[src/rtl/riscv_mem_pkg.sv]
// Shared types and defaults for the unified-memory port arbiter.
package riscv_mem_pkg;

  localparam int XLEN_DEFAULT = 32;

  typedef enum logic [1:0] {
    IDLE  = 2'd0,
    IWAIT = 2'd1,
    DWAIT = 2'd2
  } mem_arb_state_t;

endpackage

[src/rtl/mem_port_arbiter.sv]
// Arbitrates F-stage fetch and M-stage load/store onto one single-port memory; a miss costs 1 IDLE cycle plus memory
// latency. The pipeline is held through StallF/D/E/M and FlushW while the memory withholds mem_ready.
module mem_port_arbiter
  import riscv_mem_pkg::*;
#(
  parameter int XLEN       = XLEN_DEFAULT,
  parameter bit DATA_FIRST = 1'b1
) (
  input  logic            clk,
  input  logic            reset,
  input  logic [XLEN-1:0] PCF,
  output logic [XLEN-1:0] InstrF,
  input  logic [XLEN-1:0] ALUResultM,
  input  logic [XLEN-1:0] WriteDataM,
  input  logic            MemWriteM,
  input  logic            MemReadM,
  output logic [XLEN-1:0] ReadDataM,
  output logic            mem_req,
  output logic            mem_we,
  output logic [XLEN-1:0] mem_addr,
  output logic [XLEN-1:0] mem_wdata,
  input  logic [XLEN-1:0] mem_rdata,
  input  logic            mem_ready,
  output logic            StallF,
  output logic            StallD,
  output logic            StallE,
  output logic            StallM,
  output logic            FlushW,
  output logic [31:0]     stall_cycles
);

  mem_arb_state_t  state;
  logic [XLEN-1:0] ibuf;
  logic [XLEN-1:0] itag;
  logic [XLEN-1:0] dbuf;
  logic [XLEN-1:0] pcQ;
  logic            ivalid;
  logic            ddone;

  logic iwaitDone;
  logic dwaitDone;
  logic ihit;
  logic dataNeed;
  logic fetchNeed;
  logic dpend;

  assign iwaitDone = (state == IWAIT) && mem_ready;
  assign dwaitDone = (state == DWAIT) && mem_ready;

  // A completing fetch only counts as a hit if PCF has not been redirected meanwhile.
  assign ihit      = (ivalid && (itag == PCF)) || (iwaitDone && (pcQ == PCF));
  assign dataNeed  = (MemReadM || MemWriteM) && !ddone;
  assign fetchNeed = !ihit;
  assign dpend     = dataNeed && !dwaitDone;

  assign StallE = dpend;
  assign StallM = dpend;
  assign FlushW = dpend;
  assign StallF = dpend || !ihit;
  assign StallD = dpend || !ihit;

  assign InstrF    = iwaitDone ? mem_rdata : ibuf;
  assign ReadDataM = dwaitDone ? mem_rdata : dbuf;

  always_ff @(posedge clk) begin
    if (reset) begin
      state        <= IDLE;
      mem_req      <= 1'b0;
      mem_we       <= 1'b0;
      mem_addr     <= '0;
      mem_wdata    <= '0;
      ibuf         <= '0;
      itag         <= '0;
      ivalid       <= 1'b0;
      dbuf         <= '0;
      ddone        <= 1'b0;
      pcQ          <= '0;
      stall_cycles <= '0;
    end else begin
      if (StallF) begin
        stall_cycles <= stall_cycles + 32'd1;
      end

      // Completion wins over the M instruction leaving in the same cycle.
      if (dwaitDone) begin
        ddone <= 1'b1;
      end else if (!StallM) begin
        ddone <= 1'b0;
      end

      case (state)
        IDLE: begin
          if (dataNeed && (DATA_FIRST || !fetchNeed)) begin
            state     <= DWAIT;
            mem_req   <= 1'b1;
            mem_we    <= MemWriteM;
            mem_addr  <= ALUResultM;
            mem_wdata <= WriteDataM;
          end else if (fetchNeed) begin
            state    <= IWAIT;
            mem_req  <= 1'b1;
            mem_we   <= 1'b0;
            mem_addr <= PCF;
            pcQ      <= PCF;
          end
        end
        IWAIT: begin
          if (mem_ready) begin
            ibuf    <= mem_rdata;
            itag    <= pcQ;
            ivalid  <= 1'b1;
            mem_req <= 1'b0;
            state   <= IDLE;
          end
        end
        DWAIT: begin
          if (mem_ready) begin
            dbuf    <= mem_rdata;
            mem_req <= 1'b0;
            state   <= IDLE;
          end
        end
        default: begin
          state   <= IDLE;
          mem_req <= 1'b0;
        end
      endcase
    end
  end

endmodule

[config.mk]
export PLATFORM = sky130hd
export DESIGN_NAME = mem_port_arbiter
export DESIGN_NICKNAME = d
export VERILOG_FILES = /design/src/rtl/riscv_mem_pkg.sv /design/src/rtl/mem_port_arbiter.sv
export SDC_FILE = /design/constraint.sdc
export NUM_CORES = 1
export LEC_CHECK = 0
export BUFFER_PORTS_ARGS = -buffer_cell sky130_fd_sc_hd__clkbuf_2
export CORE_UTILIZATION = 35
export DETAILED_ROUTE_END_ITERATION = 16
export GPL_TIMING_DRIVEN = 0
export SLEW_MARGIN = 20
export SYNTH_ARGS = -nofsm -noshare
export SYNTH_HDL_FRONTEND = slang
export SYNTH_SLANG_ARGS = --single-unit
[constraint.sdc]
create_clock -name clk -period 3.7 [get_ports clk]
set_input_delay 0.74 -clock clk [delete_from_list [all_inputs] [get_ports clk]]
set_output_delay 0.74 -clock clk [all_outputs]
set_load 0.02 [all_outputs]
* Word level (Yosys, flattened, before mapping)
Index checks and enable logic that the tools add are counted.
Word-level totals: logic and storage cells 59, bits in registers 230, bits of input ports 133, output and inout bits 167
Operators by class: equal/unequal tests 8, multiplexer cells 16, bitwise logic cells 2, reductions and logical operators 20, add/subtract/negate cells 1
Operators with widths (count):
- $mux 32 | 4
- $eq 32x32->1 | 2
- $add 32x1->32 const B | 1
- $reduce_and 2->1 | 5
- $mux 1 | 7
- $logic_and 1x1->1 | 6
- $mux 2 | 3
- $ne 2x1->1 const B | 2
- $pmux 2 s2 | 1
- $logic_not 1->1 | 3
- $logic_or 1x1->1 | 3
- $ne 3x3->1 const B | 1
- $reduce_and 3->1 | 1
- $eq 2x1->1 const B | 1
- $eq 2x2->1 const B | 1
- $logic_not 2->1 | 1
- $ne 2x2->1 const B | 1
- $not 1->1 | 2
- $pmux 1 s2 | 1
- $reduce_or 2->1 | 1

* Logic depth before layout (Yosys ltp)
depth in word-level cells 7, depth in mapped cells 11, gate-level depth less buffers 9

* Worst setup path after synthesis
OpenSTA, ideal clock, no wires.
path kind input to output, start input port PCF[23], end output port StallF, setup slack 0.522 ns, data required time 2.960 ns, cell stages on the path 10, buffers on the path 4, arrival 2.438 ns, cell sequence clkbuf_1 -> xnor2_1 -> nand4_1 -> nor4b_1 -> nand4_1 -> a21oi_1 -> buf_2 -> buf_2 -> inv_1 -> buf_4
Between the ends: cells in the longest elaborated chain, start to end 5, elaborated cells on any way between the ends 7, those cells by class eq/ne: 2; reduce/logical: 5
Ends and longest elaborated chain:
- start: declaration | RTL line mem_port_arbiter.sv:11 | input logic [XLEN-1:0] PCF,
- $eq 32x32->1 | RTL line mem_port_arbiter.sv:51 | assign ihit = (ivalid && (itag == PCF)) || (iwaitDone && (pcQ == PCF));
- $logic_and 1x1->1 | RTL line mem_port_arbiter.sv:51
- $logic_or 1x1->1 (*) | RTL line mem_port_arbiter.sv:51
- $logic_not 1->1 (*)
- $logic_or 1x1->1 (*)
- end: declaration | RTL line mem_port_arbiter.sv:24 | output logic StallF,
Mark *: on every way between the ends. The rest lies on a longest branch, timed or not.

* Worst setup path after layout
start register pcQ[10], end output port StallF
Between the ends: cells in the longest elaborated chain, start to end 5
Ends and longest elaborated chain:
- start: declaration | RTL line mem_port_arbiter.sv:36 | logic [XLEN-1:0] pcQ;
- start signal: assignment | RTL line mem_port_arbiter.sv:77 | pcQ <= '0;
- start signal: assignment | RTL line mem_port_arbiter.sv:104 | pcQ <= PCF;
- $eq 32x32->1 | RTL line mem_port_arbiter.sv:51
- $logic_and 1x1->1 | RTL line mem_port_arbiter.sv:51
- $logic_or 1x1->1 | RTL line mem_port_arbiter.sv:51
- $logic_not 1->1 | RTL line mem_port_arbiter.sv:59 | assign StallF = dpend || !ihit;
- $logic_or 1x1->1 | RTL line mem_port_arbiter.sv:59
Every way passes these cells.

==> summary.txt <==
Run status
  – Result of the run: finished, final reports clean

Drt
  – DRC violation count after routing: 0
  – Detailed-route vias per instance: between 4 and 5
  – Wire length on met1: ~14000 µm
  – Sum of met3 wire segment lengths after detailed routing: 2060 µm
  – Metal2 WL: 14200 µm
  – Number of routed nets with antenna violations: 0
  – Detailed router's first-iteration violation count: about 440
  – Wire per inst: about 17 µm
  – Highest metal layer used by the detailed router: met4
  – DR vias: ~9.2k
  – DRT Pass-1 Iters: 4
  – Wire length after detailed routing: 31000 µm

Yosys
  – Cell area after synthesis: 10000 µm²
  – Synth async-reset ratio: 0%
  – Seq cells post-synth: 230
  – Cell count after synthesis: ~1.1k
  – Synthesized net count: 1269
  – Dominant register cell in the synthesized netlist: sky130_fd_sc_hd__dfxtp_1
  – Sequential share of the synthesized area: 45.9%
  – Syn Area/Cell: ~9 µm²
  – YS warnings: 0
  – Number of distinct standard cells referenced by the synthesized netlist: 53
  – EDFF count, synth: 0

Cells and area
  – Filler instances: roughly 2.8k
  – Share of layout cells above drive strength 1: 29.7%
  – Most common cell after layout, fill and taps aside: sky130_fd_sc_hd__clkbuf_2
  – Most frequent cells in the layout: 296 x sky130_fd_sc_hd__clkbuf_2, 248 x sky130_fd_sc_hd__nand2_1, 230 x sky130_fd_sc_hd__dfxtp_1
  – Synth-to-Final Area Change: 28.9%
  – Number of non-filler instances in the completed layout: ~1.8k
  – Core Util, Final: 46.2%
  – Final cell area excluding filler cells: 12900 µm²
  – # nets final: 1590

Clock tree
  – Clock insertion delay at the later pin of the skew report: about 0.54 ns
  – Clock slew at reported path FFs: 0.06 ns
  – Total setup buffers inserted after CTS: 0
  – Maximum buffer depth of the clock tree: 3
  – Hold buffer count at CTS: 0
  – Maximum level of the CTS H-tree: 1
  – Clk sinks: 230
  – CTS tree: done
  – Root Buffer: sky130_fd_sc_hd__clkbuf_16
  – Number of buffers inserted during clock tree synthesis: 26

Timing
  – Worst Max-Slew Pin Slew: 0.887 ns
  – Setup repair after global routing missed its margin: false
  – Max frequency: 283 MHz
  – Slew Viols, Final: 0
  – Max transition margin: 40.8%
  – Final setup violation count: 0
  – Hold Fails Final Rpt: 0
  – Final cycle utilization of the critical path: a little over nine tenths
  – Post-route minimum period: 3.53 ns
  – Worst Skew: 0.0251 ns
  – Setup_tns: 0 ns

Global route
  – Number of global-route vias before repair: slightly below 9k
  – Pin count of the biggest net entering global routing: 20
  – First-pass GRT wire length: approximately 47000 µm
  – Number of antenna violations at the first check in global routing: 2
  – Combined global-route utilization of all metal layers: roughly a fifth
  – Residual overflow from global routing: 0

Worst setup path
  – Crit path required time: a little under 3 ns
  – Highest fanout seen on the critical path: 19
  – Worst Setup Start Kind: register
  – Cell at the slowest stage of the critical path: sky130_fd_sc_hd__nor4b_1
  – Crit path capture type: output pin
  – Largest stage delay on the critical path: 0.38 ns
  – Type of the worst setup path: reg2out
  – Critical-path cell list: xnor2_2 > nand4_1 > nor4b_1 > nand4_1 > a21oi_2 > buf_4 > inv_1 > buf_4 > clkbuf_2
  – Crit path arrival time: ~2.8 ns

Place
  – Cell count after placement: between 1.5k and 2k
  – RePlAce Congestion: around 0.89
  – Post-placement cell area: between 10000 and 15000 µm²
  – Number of buffer cells added on primary ports: 294
  – DPL Wire Length: around 24000 µm

Min path
  – Min-delay worst type: in2reg

Pwr
  – Leakage power total: approximately 5.7 nW
  – Peak supply drop: around 0.29 mV
  – Pwr/cell area: approximately 550 nW/µm²
  – Post-route total power: about 7.2 mW

Floorplanning
  – Horiz. Die Dim: 171 µm
  – Area of the die: about 29000 µm²
  – CORE AREA: between 20000 and 30000 µm²
  – I/O pin total: 300
  – Die Y: around 170 µm
  – Starting Density: 35.8%
  – Std-Cell Rows: 61

Flow run
  – Max-cap violation count: 0
worst max-delay path, delay by kind of cell, from the launching register on:
kind	cells	cell delay, ns
DFF	1	0.35
xor gates and xnor gates	1	0.28
and+or+nand+nor	3	0.74
AOI/OAI and AO/OA	1	0.27
buffers and inverters	4	0.63
logic make-up after synthesis:
family / share of synthesized area [%]
XOR/XNOR: 6.28
adder cells (fa/ha/maj): 0.499
AND/OR/NAND/NOR: 21.1
flip-flops: 45.9
multiplexers: 7.54
AO/OA/AOI/OAI: 14.6
buffers and inverters: 4.10
final timing paths:
| path | from | to | slack [ns] | depth (start not counted) |
|---|---|---|---|---|
| hold reg to reg | mem_wdata[17]$_SDFFE_PP0P_ | mem_wdata[17]$_SDFFE_PP0P_ | 0.45 | 2 |
| hold / removal | WriteDataM[13] | mem_wdata[13]$_SDFFE_PP0P_ | 0.42 | 3 |
| setup / recovery | pcQ[10]$_SDFFE_PP0P_ | StallF | 0.17 | 9 |
| setup reg to reg | state[1]$_SDFFE_PP0P_ | stall_cycles[25]$_SDFFE_PP0P_ | 0.96 | 10 |
sequential cells by signal, indices dropped and copies added (netlist names):
name and cells:
state 2, ddone 1, mem_addr 32, dbuf 32, pcQ 32, mem_req 1, ivalid 1, stall_cycles 32
mem_we 1, itag 32, mem_wdata 32, ibuf 32
through the flow:
| stage | worst slack, ns | hold slack (ns) |
|---|---|---|
| after floorplan | 0.522 | 0.444 |
| after CTS | 0.0889 | 0.399 |
| after detailed placement | -0.188 | 0.446 |
| after global routing | 0.0142 | 0.419 |
| after global placement | -0.167 | 0.442 |
| final | 0.172 | 0.424 |
final cells by class:
cell class / count / area (µm²) / share of cell area [%]
well taps: 378 / 473 / 3.65
repair buffers: 294 / 1470 / 11.4
plain buffers: 77 / 374 / 2.89
multi-input cells: 814 / 5090 / 39.3
clock inverters: 9 / 149 / 1.15
flip-flops and latches: 230 / 4600 / 35.6
diodes: 2 / 5.00 / 0.0387
clock buffers: 35 / 736 / 5.68
inverters: 10 / 37.5 / 0.290
synthesized netlist by cell type (5+ instances only):
| master | count | area share [%] |
|---|---|---|
| sky130_fd_sc_hd__nand3_1 | 13 | 0.65 |
| sky130_fd_sc_hd__and3_1 | 6 | 0.37 |
| sky130_fd_sc_hd__nor4_1 | 11 | 0.69 |
| sky130_fd_sc_hd__or4_1 | 8 | 0.60 |
| sky130_fd_sc_hd__xnor2_1 | 47 | 4.1 |
| sky130_fd_sc_hd__xor2_1 | 25 | 2.2 |
| sky130_fd_sc_hd__o31ai_1 | 6 | 0.45 |
| sky130_fd_sc_hd__nand2_1 | 248 | 9.3 |
| sky130_fd_sc_hd__buf_6 | 7 | 0.79 |
| sky130_fd_sc_hd__mux2i_1 | 34 | 3.4 |
| sky130_fd_sc_hd__dfxtp_1 | 230 | 46 |
| sky130_fd_sc_hd__mux2_2 | 34 | 3.8 |
| sky130_fd_sc_hd__a211oi_2 | 30 | 3.7 |
| sky130_fd_sc_hd__a21oi_1 | 121 | 6.0 |
| sky130_fd_sc_hd__buf_4 | 5 | 0.37 |
| sky130_fd_sc_hd__nor3_1 | 5 | 0.25 |
| sky130_fd_sc_hd__nor2b_1 | 36 | 2.2 |
| sky130_fd_sc_hd__o21ai_0 | 9 | 0.45 |
| sky130_fd_sc_hd__nor2_1 | 54 | 2.0 |
| sky130_fd_sc_hd__buf_2 | 8 | 0.40 |
| sky130_fd_sc_hd__inv_1 | 10 | 0.37 |
| sky130_fd_sc_hd__or3_1 | 18 | 1.1 |
| sky130_fd_sc_hd__nand4_1 | 29 | 1.8 |
| sky130_fd_sc_hd__buf_1 | 10 | 0.37 |
| sky130_fd_sc_hd__o21ai_1 | 7 | 0.35 |
| sky130_fd_sc_hd__clkbuf_1 | 48 | 1.8 |
| sky130_fd_sc_hd__a22o_1 | 32 | 2.8 |
per-layer routing:
metal / vias up / GRT usage, %
li1: 4548 / -
met2: 291 / 34.3
met5: - / 0
met4: 0 / 6.37
met1: 4278 / 26.6
met3: 55 / 4.28
repair_timing:
item | 4_1_cts | 5_1_grt
cloned | 0 | 0
resized for setup | 7 | 10
setup endpoints to repair | 2 | 4
report_power, final:
group	leakage [nW]	total [mW]	switching, mW	internal [mW]
clock	0.437	2.70	1.04	1.66
combinational	3.36	1.63	1.04	0.590
sequential	1.88	2.82	0.125	2.70
total	5.67	7.15	2.20	4.95
Power figures use the tool's default switching activity.
